### src/rtl/readout_rx_iq_window_integrator.sv
// readout_rx_iq_window_integrator: boxcar-integrates I/Q samples per window and
// frames a measurement of num_step windows with start/finish pulses.
module readout_rx_iq_window_integrator #(
    parameter int IN_WIDTH             = 16,
    parameter int DATA_WIDTH           = 16,
    parameter int WINDOW_COUNTER_WIDTH = 8,
    parameter int STEP_COUNTER_WIDTH   = 8,
    parameter int ACC_WIDTH            = 24,
    parameter int OUTPUT_SHIFT         = 3,
    parameter int DEFAULT_WINDOW_LEN   = 8,
    parameter int DEFAULT_NUM_STEP     = 125
) (
    input  logic                                   clk,
    input  logic                                   rst,
    input  logic                                   window_len_wr_en,
    input  logic [WINDOW_COUNTER_WIDTH-1:0]        window_len_wr_data,
    input  logic                                   num_step_wr_en,
    input  logic [STEP_COUNTER_WIDTH-1:0]          num_step_wr_data,
    input  logic                                   meas_start,
    input  logic                                   abort,
    input  logic                                   valid_in,
    input  logic signed [IN_WIDTH-1:0]             i_in,
    input  logic signed [IN_WIDTH-1:0]             q_in,
    output logic                                   start_count,
    output logic                                   finish_count,
    output logic                                   valid_out,
    output logic signed [DATA_WIDTH-1:0]           i_out,
    output logic signed [DATA_WIDTH-1:0]           q_out,
    output logic                                   busy
);
    typedef enum logic [1:0] {IDLE, ACCUM, FINISH} state_t;
    localparam int EXT = ACC_WIDTH - IN_WIDTH;
    localparam logic [WINDOW_COUNTER_WIDTH-1:0] W_ONE = WINDOW_COUNTER_WIDTH'(1);
    localparam logic [STEP_COUNTER_WIDTH-1:0] S_ONE = STEP_COUNTER_WIDTH'(1);
    localparam logic signed [ACC_WIDTH-1:0] MAX_A = {{(ACC_WIDTH-DATA_WIDTH+1){1'b0}}, {(DATA_WIDTH-1){1'b1}}};
    localparam logic signed [ACC_WIDTH-1:0] MIN_A = {{(ACC_WIDTH-DATA_WIDTH+1){1'b1}}, {(DATA_WIDTH-1){1'b0}}};
    localparam logic signed [DATA_WIDTH-1:0] MAX_D = {1'b0, {(DATA_WIDTH-1){1'b1}}};
    localparam logic signed [DATA_WIDTH-1:0] MIN_D = {1'b1, {(DATA_WIDTH-1){1'b0}}};
    state_t state_q, state_d;
    logic [WINDOW_COUNTER_WIDTH-1:0] window_len_q, window_len_d, win_sh_q, win_sh_d, samp_cnt_q, samp_cnt_d;
    logic [STEP_COUNTER_WIDTH-1:0] num_step_q, num_step_d, step_sh_q, step_sh_d, step_cnt_q, step_cnt_d;
    logic signed [ACC_WIDTH-1:0] iacc_q, iacc_d, qacc_q, qacc_d, sum_i, sum_q;
    logic start_count_q, start_count_d, finish_count_q, finish_count_d, valid_out_q, valid_out_d;
    logic signed [DATA_WIDTH-1:0] i_out_q, i_out_d, q_out_q, q_out_d;

    function automatic logic signed [DATA_WIDTH-1:0] sat(input logic signed [ACC_WIDTH-1:0] v);
        logic signed [ACC_WIDTH-1:0] s;
        s = v >>> OUTPUT_SHIFT;
        return (s > MAX_A) ? MAX_D : (s < MIN_A) ? MIN_D : s[DATA_WIDTH-1:0];
    endfunction

    always_comb begin
        state_d        = state_q;
        window_len_d   = window_len_wr_en ? window_len_wr_data : window_len_q;
        num_step_d     = num_step_wr_en ? num_step_wr_data : num_step_q;
        win_sh_d       = win_sh_q;
        step_sh_d      = step_sh_q;
        samp_cnt_d     = samp_cnt_q;
        step_cnt_d     = step_cnt_q;
        iacc_d         = iacc_q;
        qacc_d         = qacc_q;
        start_count_d  = 1'b0;
        finish_count_d = 1'b0;
        valid_out_d    = 1'b0;
        i_out_d        = i_out_q;
        q_out_d        = q_out_q;
        sum_i          = iacc_q + $signed({{EXT{i_in[IN_WIDTH-1]}}, i_in});
        sum_q          = qacc_q + $signed({{EXT{q_in[IN_WIDTH-1]}}, q_in});
        case (state_q)
            IDLE: if (meas_start && !abort) begin
                state_d       = ACCUM;
                win_sh_d      = (window_len_q == '0) ? W_ONE : window_len_q;
                step_sh_d     = (num_step_q == '0) ? S_ONE : num_step_q;
                iacc_d        = '0;
                qacc_d        = '0;
                samp_cnt_d    = '0;
                step_cnt_d    = '0;
                start_count_d = 1'b1;
            end
            ACCUM: if (abort) begin
                state_d    = IDLE;
                iacc_d     = '0;
                qacc_d     = '0;
                samp_cnt_d = '0;
                step_cnt_d = '0;
            end else if (valid_in) begin
                if (samp_cnt_q == win_sh_q - W_ONE) begin
                    valid_out_d = 1'b1;
                    i_out_d     = sat(sum_i);
                    q_out_d     = sat(sum_q);
                    iacc_d      = '0;
                    qacc_d      = '0;
                    samp_cnt_d  = '0;
                    step_cnt_d  = step_cnt_q + S_ONE;
                    state_d     = (step_cnt_q == step_sh_q - S_ONE) ? FINISH : ACCUM;
                end else begin
                    iacc_d     = sum_i;
                    qacc_d     = sum_q;
                    samp_cnt_d = samp_cnt_q + W_ONE;
                end
            end
            // FINISH spans two cycles so finish_count lands after the last valid_out
            FINISH: if (abort || finish_count_q) begin
                state_d    = IDLE;
                step_cnt_d = '0;
            end else begin
                finish_count_d = 1'b1;
            end
            default: state_d = IDLE;
        endcase
    end

    always_ff @(posedge clk or posedge rst) begin
        if (rst) begin
            state_q        <= IDLE;
            window_len_q   <= WINDOW_COUNTER_WIDTH'(DEFAULT_WINDOW_LEN);
            num_step_q     <= STEP_COUNTER_WIDTH'(DEFAULT_NUM_STEP);
            win_sh_q       <= '0;
            step_sh_q      <= '0;
            samp_cnt_q     <= '0;
            step_cnt_q     <= '0;
            iacc_q         <= '0;
            qacc_q         <= '0;
            start_count_q  <= 1'b0;
            finish_count_q <= 1'b0;
            valid_out_q    <= 1'b0;
            i_out_q        <= '0;
            q_out_q        <= '0;
        end else begin
            state_q        <= state_d;
            window_len_q   <= window_len_d;
            num_step_q     <= num_step_d;
            win_sh_q       <= win_sh_d;
            step_sh_q      <= step_sh_d;
            samp_cnt_q     <= samp_cnt_d;
            step_cnt_q     <= step_cnt_d;
            iacc_q         <= iacc_d;
            qacc_q         <= qacc_d;
            start_count_q  <= start_count_d;
            finish_count_q <= finish_count_d;
            valid_out_q    <= valid_out_d;
            i_out_q        <= i_out_d;
            q_out_q        <= q_out_d;
        end
    end

    assign start_count  = start_count_q;
    assign finish_count = finish_count_q;
    assign valid_out    = valid_out_q;
    assign i_out        = i_out_q;
    assign q_out        = q_out_q;
    assign busy         = (state_q != IDLE);
endmodule

### config.mk
export PLATFORM = sky130hd
export DESIGN_NAME = readout_rx_iq_window_integrator
export DESIGN_NICKNAME = d
export VERILOG_FILES = /design/src/rtl/readout_rx_iq_window_integrator.sv
export SDC_FILE = /design/constraint.sdc
export NUM_CORES = 1
export LEC_CHECK = 0
export ABC_AREA = 1
export CAP_MARGIN = 20
export CORE_MARGIN = 8
export CORE_UTILIZATION = 34
export DETAILED_ROUTE_END_ITERATION = 8
export GPL_TIMING_DRIVEN = 1
export SETUP_SLACK_MARGIN = 0.3
export SYNTH_ARGS = -nofsm -noshare
export SYNTH_HDL_FRONTEND = slang
export SYNTH_SLANG_ARGS = --single-unit
### constraint.sdc
create_clock -name clk -period 10.53 [get_ports clk]
set_clock_uncertainty 0.05 [all_clocks]
set_input_delay 3.159 -clock clk [delete_from_list [all_inputs] [get_ports clk]]
set_output_delay 3.159 -clock clk [all_outputs]
set_load 0.1 [all_outputs]
==> results of run 1 <==
[cell usage in the layout (no fill, tap or decap), drive strengths merged]
master / n
clkinvlp: 3
mux2: 3
nor3: 17
clkbuf: 20
a31oi: 2
o21ai: 66
buf: 3
o31ai: 1
fa: 2
nand2: 342
nand4: 24
dfrtp: 126
xnor2: 20
nand3: 57
nor4: 3
clkinv: 5
ha: 50
o21bai: 4
xor2: 41
or2: 34
a21o: 2
o21a: 1
nand3b: 3
inv: 184
nor2: 79
nor3b: 1
and3: 1
clkdlybuf4s50: 90
a22o: 37
dfstp: 7
a21oi: 80
and2: 3
[power groups by stage]
stage	clock (uW)	combinational, uW	sequential, uW
after global routing	604	1920	796
after detailed placement	0	1760	783
after floorplan	0	980	1160
after CTS	583	1760	777
final	568	1750	775
after global placement	0	1730	781
[per-stage QoR]
step | hold slack (ns) | total power (uW) | instances
2_1_floorplan | 0.4028 | 2144 | 1207
3_3_place_gp | 0.4148 | 2513 | 1619
3_5_place_dp | 0.3997 | 2538 | 1619
4_1_cts | 0.4131 | 3121 | 1651
5_1_grt | 0.4326 | 3325 | 1652
6_report | 0.4086 | 3090 | 1652
[kinds of logic after synthesis]
logic type	Yosys count
AOI/OAI and AO/OA	193
xor gates and xnor gates	61
muxes	3
adders and majority gates	52
and+or+nand+nor	564
DFF	133
buffers and inverters	201
[synthesized netlist by cell type, types with 2 or more instances]
library cell  number
a21oi_1           58
nor2_2             7
nand3_2           10
nor3_4             2
inv_1            174
clkbuf_1           9
buf_2              6
a21oi_4            2
or2_2             33
nand3_1           47
dfrtp_1          126
dfstp_2            7
fa_1               2
a21o_1             2
xnor2_1           20
o21ai_0           60
nand2_2           19
mux2_2             3
inv_2              5
o21ai_1            4
nor3_2             2
nor3_1            13
buf_4              2
a22o_1            37
buf_6              3
nand4_1           24
o21bai_1           4
ha_1              50
nor2_1            66
nand2_1          323
nor2_4             6
nor4_1             3
a21oi_2           20
a31oi_1            2
xor2_1            40
and2_1             3
nand3b_1           3
[flip-flops by register name (all words and copies together), names as in the netlist]
name          flops
window_len_q      8
iacc_q           24
i_out            16
samp_cnt_q        8
num_step_q        8
q_out            16
valid_out         1
qacc_q           24
win_sh_q          8
step_cnt_q        8
start_count       1
finish_count      1
state_q           2
step_sh_q         8
[worst paths after layout]
kind                                   startpoint                      to  slack (ns)  depth (start not counted)
max reg2reg                state_q[1]$_DFFE_PP0P_  qacc_q[22]$_DFFE_PP0P_        7.30                         10
min in group asynchronous                     rst    q_out[2]$_DFFE_PP0P_        3.14                          2
max                                         abort  qacc_q[22]$_DFFE_PP0P_        4.54                         11
min                        finish_count$_DFF_PP0_  finish_count$_DFF_PP0_        0.41                          1
max in group asynchronous                     rst   iacc_q[9]$_DFFE_PP0P_        5.97                          3
min reg2reg                finish_count$_DFF_PP0_  finish_count$_DFF_PP0_        0.41                          1
[layout make-up]
class,count,area (um^2)
clock buffer,20,456.7
fill,2696,15810
inverter,180,680.7
multi-input combinational,873,5061
timing repair buffer,93,935.9
clock inverter,12,96.34
tap,341,426.7
sequential,133,3337
[routing by layer]
metal  part of all wire  up-vias  global-route usage  routed length (um)
li1                   -     4073                   -                   -
met5                  0        -                   0                   0
met2               0.48      108              0.2554               11110
met1               0.47     3658              0.1812               10950
met3              0.030       28             0.02903                 689
met4              0.019        0             0.04332                 431
==> flow_summary.toml, run 1 <==
[run_status]
outcome = "complete, no violations"

[drt]
ant_nets = 0
first_iter_violations = 313
vias = 7867
drt_pass1_iterations = 5
wl_per_cell_um = 14.03
vias_per_cell = 4.762
drc = 0
wirelength_mm = 23.18

[synthesis]
synth_top_area_frac = 0.3427
async_flop_share = 1.000
synth_top_area_cell = "dfrtp_1"
synthSimpleGateAreaFrac = 0.2804
synth_sequential_area_ratio = 0.3627
synth-seq-cells = 133
synth.avg_cell_area_um2 = 7.623
syn_nets = 1314
synth-main-ff-cell = "dfrtp_1"
synth_top_family_by_area = "simple AND/OR/NAND/NOR gates"
synthTopCellsByArea = "dfrtp_1 (34%), nand2_1 (13%), inv_1 (7.1%), ha_1 (6.8%), xor2_1 (3.8%)"
yosysWarnings = 0
synth_area_um2 = 9201
synth-compound-area-share = 0.1348
postSynthCellCount = 1207
synthMuxAreaShare = 0.003671
synth_enable_flop_cells = 0
synth-xor-area-share = 0.05888
synth.distinct_cells = 47
synth_fa_ha_area_frac = 0.07234

[worst_hold_path]
hold_class = "reg2reg"

[power]
switching_share = 0.5041
p_clk_frac = 0.184
peakVddDrop_uv = 131.2
power_density_nw_per_um2 = 281.0
power_frac_seq = 0.251
p_switching_uw = 1558
p_int_uw = 1532
p_comb_frac = 0.565
p_leak_uw = 0.005537

[finish]
antenna_cells = 0
fin_util = 0.4102
drive_gt1_frac = 0.1175
postLayoutCellArea_um2 = 10990
nNetsFinal = 1405
synthToLayoutAreaGrowth_pct = 19.49

[clock_network]
clock_sinks = 133
cts_max_path_buffers = 2
cts_tree = "built"
htreeDepth = 4
root_buffer = "clkbuf_16"
path_clk_slew_ns = 0.06
clock_latency_ns = 0.43
cts_resized = 0
cts_inserted_buffers = 17
postCtsSetupBuffers = 0
hold_buffers = 0

[timing]
fmax_ghz = 0.1668
final-hold-violation-count = 0
fin_setup_tns_ns = 0
slew_headroom = 0.2964
period_share = 0.5692
setup_violations = 0
finalMaxSlewViolations = 0
final.min_clock_period_ns = 5.994
rsz0062_at_grt = "no"
setup_ws_ns = 4.536
worstMarginPinSlew_ns = 1.052

[setup_path]
worstSetupPathType = "in2reg"
path_cells = "clkdlybuf4s50_1, inv_1, nand2_1, nor2_4, inv_2, a21oi_4, inv_2, nor2_4, buf_12, inv_1, o21ai_0"
worst_setup_path_end_kind = "register"
cp_slowest_cell = "clkdlybuf4s50_1"
path_buf_inv = 6
critPathMaxFanout = 51
cp_top_family = "buffers and inverters"
worstPathRequired_ns = 10.81
worst_setup_path_start_kind = "input port"
max_stage_delay_ns = 0.52
critPathArrivalTime_ns = 6.27

[placement]
port_buffers = 90
dpl.hpwl_mm = 17.68
gp_congestion = 0.8584
postPlaceCellArea_um2 = 10420
dp_slack_ns = 3.538

[global_routing]
antenna_found_initial = 0
grt_pass1_vias = 8069
grt_pass1_wl_mm = 39.80
overflow = 0
grt_start_max_net_pins = 72
grt_use_total = 0.1469

[floorplanning]
die_x_um = 180.5
core_um2 = 26800
initial_core_util = 0.3433
num_rows = 60
io_pins = 91
die_h_um = 180.5
dieArea_um2 = 32580

[flow_run]
drv_cap = 0
(Power assumes the default switching activity.)
==> run 2: changes to the inputs <==
==> constraint.sdc (replaced) <==
create_clock -name clk -period 6.3 [get_ports clk]
set_clock_uncertainty 0.05 [all_clocks]
set_input_delay 1.89 -clock clk [delete_from_list [all_inputs] [get_ports clk]]
set_output_delay 1.89 -clock clk [all_outputs]
set_load 0.1 [all_outputs]
==> flow_summary.toml, run 2 (same netlist as run 1, synthesis figures left out) <==
[setup_path]
critPathArrivalTime_ns = 4.91
worstPathRequired_ns = 6.61
critPathMaxFanout = 15
worst_setup_path_start_kind = "input port"
worst_setup_path_end_kind = "register"
worstSetupPathType = "in2reg"

[drt]
ant_nets = 0
vias = 7911
drt_pass1_iterations = 5
vias_per_cell = 4.789
wl_per_cell_um = 14.12
drc = 0
wirelength_mm = 23.33
first_iter_violations = 339

[placement]
gp_congestion = 0.8979
dp_slack_ns = 1.258
dpl.hpwl_mm = 17.65
port_buffers = 90

[finish]
largestRegisters = "iacc_q x24, qacc_q x24"
final_common_cell = "nand2_1"
drive_gt1_frac = 0.1182
multi_input_area_um2 = 5061
fillers = 2714
regArea_um2 = 3337
nNetsFinal = 1406
synthToLayoutAreaGrowth_pct = 20.14
layout_common_cells = "nand2_1 (323), inv_1 (173), dfrtp_1 (126)"
antenna_cells = 0
fin_util = 0.4125

[floorplanning]
die_h_um = 180.5
dieArea_um2 = 32580
die_x_um = 180.5
num_rows = 60
initial_core_util = 0.3433
core_um2 = 26800
io_pins = 91

[clock_network]
hold_buffers = 0
cts_inserted_buffers = 17
cts_tree = "built"
path_clk_slew_ns = 0.06
cts_max_path_buffers = 2
clock_latency_ns = 0.44
clock_sinks = 133
htreeDepth = 4
cts_resized = 0
root_buffer = "clkbuf_16"
postCtsSetupBuffers = 0

[timing]
holdWs_ns = 0.4138
final.min_clock_period_ns = 4.601
fmax_ghz = 0.2173
setup_violations = 0
setup_ws_ns = 1.699
period_share = 0.7304
slew_headroom = 0.2828
rsz0062_at_grt = "no"
fin_setup_tns_ns = 0
finalMaxSlewViolations = 0
final-hold-violation-count = 0
worstMarginPinSlew_ns = 1.072

[power]
total_power_uw = 5283
power_density_nw_per_um2 = 477.9
p_leak_uw = 0.005563
peakVddDrop_uv = 224.9

[global_routing]
grt_start_max_net_pins = 99
overflow = 0
grt_pass1_wl_mm = 39.69
grt_pass1_vias = 8086
grt_use_total = 0.1469
antenna_found_initial = 0

[run_status]
outcome = "complete, no violations"

[flow_run]
drv_cap = 0

[worst_hold_path]
hold_class = "reg2reg"
## run 2: changes by cell type in the layout (fill, tap and decap cells not counted)
cell	change
inv_6	-4
bufinv_16	+3
buf_4	+2
buf_12	-1
clkbuf_1	-1
clkbuf_8	+1
clkinv_2	-1
clkinv_4	+1
clkinvlp_4	+1
inv_8	-1
## run 2: area by class of cell
class                      instances  area share
clock buffer                      20     0.04222
timing repair buffer              94     0.08421
inverter                         180     0.06157
tap                              341     0.03860
clock inverter                    11     0.01370
sequential                       133      0.3019
multi-input combinational        873      0.4578
## run 2: power by group
part / total, uW / leakage [uW] / switching [uW] / internal (uW)
sequential: 1290 / 0.00172 / 171 / 1120
combinational: 2940 / 0.00355 / 2030 / 908
clock: 1060 / 0.000290 / 403 / 652
## run 2: metal layers
layer | vias to the layer above | wire length, um | track usage | part of all wire
li1 | 4075 | - | - | -
met1 | 3677 | 11360 | 0.1883 | 0.49
met2 | 130 | 10860 | 0.2445 | 0.47
met3 | 29 | 685 | 0.02843 | 0.029
met4 | 0 | 418 | 0.04861 | 0.018
met5 | - | 0 | 0 | 0
## run 2: final timing paths
path,from,endpoint,slack [ns],depth (start not counted)
setup / recovery,q_in[15],q_out[12]$_DFFE_PP0P_,1.70,12
hold / removal,finish_count$_DFF_PP0_,finish_count$_DFF_PP0_,0.41,1
setup reg to reg,qacc_q[0]$_DFFE_PP0P_,q_out[12]$_DFFE_PP0P_,3.34,12
hold reg to reg,finish_count$_DFF_PP0_,finish_count$_DFF_PP0_,0.41,1
max in group asynchronous,rst,q_out[4]$_DFFE_PP0P_,3.19,3
min in group asynchronous,rst,step_cnt_q[4]$_DFFE_PP0P_,1.98,2
## run 2: stage by stage
| stage | std cells | cell area [um^2] |
|---|---|---|
| 6_report | 1652 | 11050 |
| 5_1_grt | 1652 | 11050 |
| 2_1_floorplan | 1207 | 9201 |
| 4_1_cts | 1652 | 11050 |
| 3_5_place_dp | 1621 | 10440 |
| 3_3_place_gp | 1621 | 10440 |
## run 2: critical path, stage by stage
cell             delay (ns)
clkdlybuf4s50_1        0.62
ha_1                   0.48
nand2_1                0.10
nand2_1                0.07
o21bai_1               0.19
a21oi_1                0.29
nand4_1                0.13
nand2_1                0.08
nand2_1                0.06
o21ai_2                0.65
nand2_1                0.16
a21oi_2                0.16
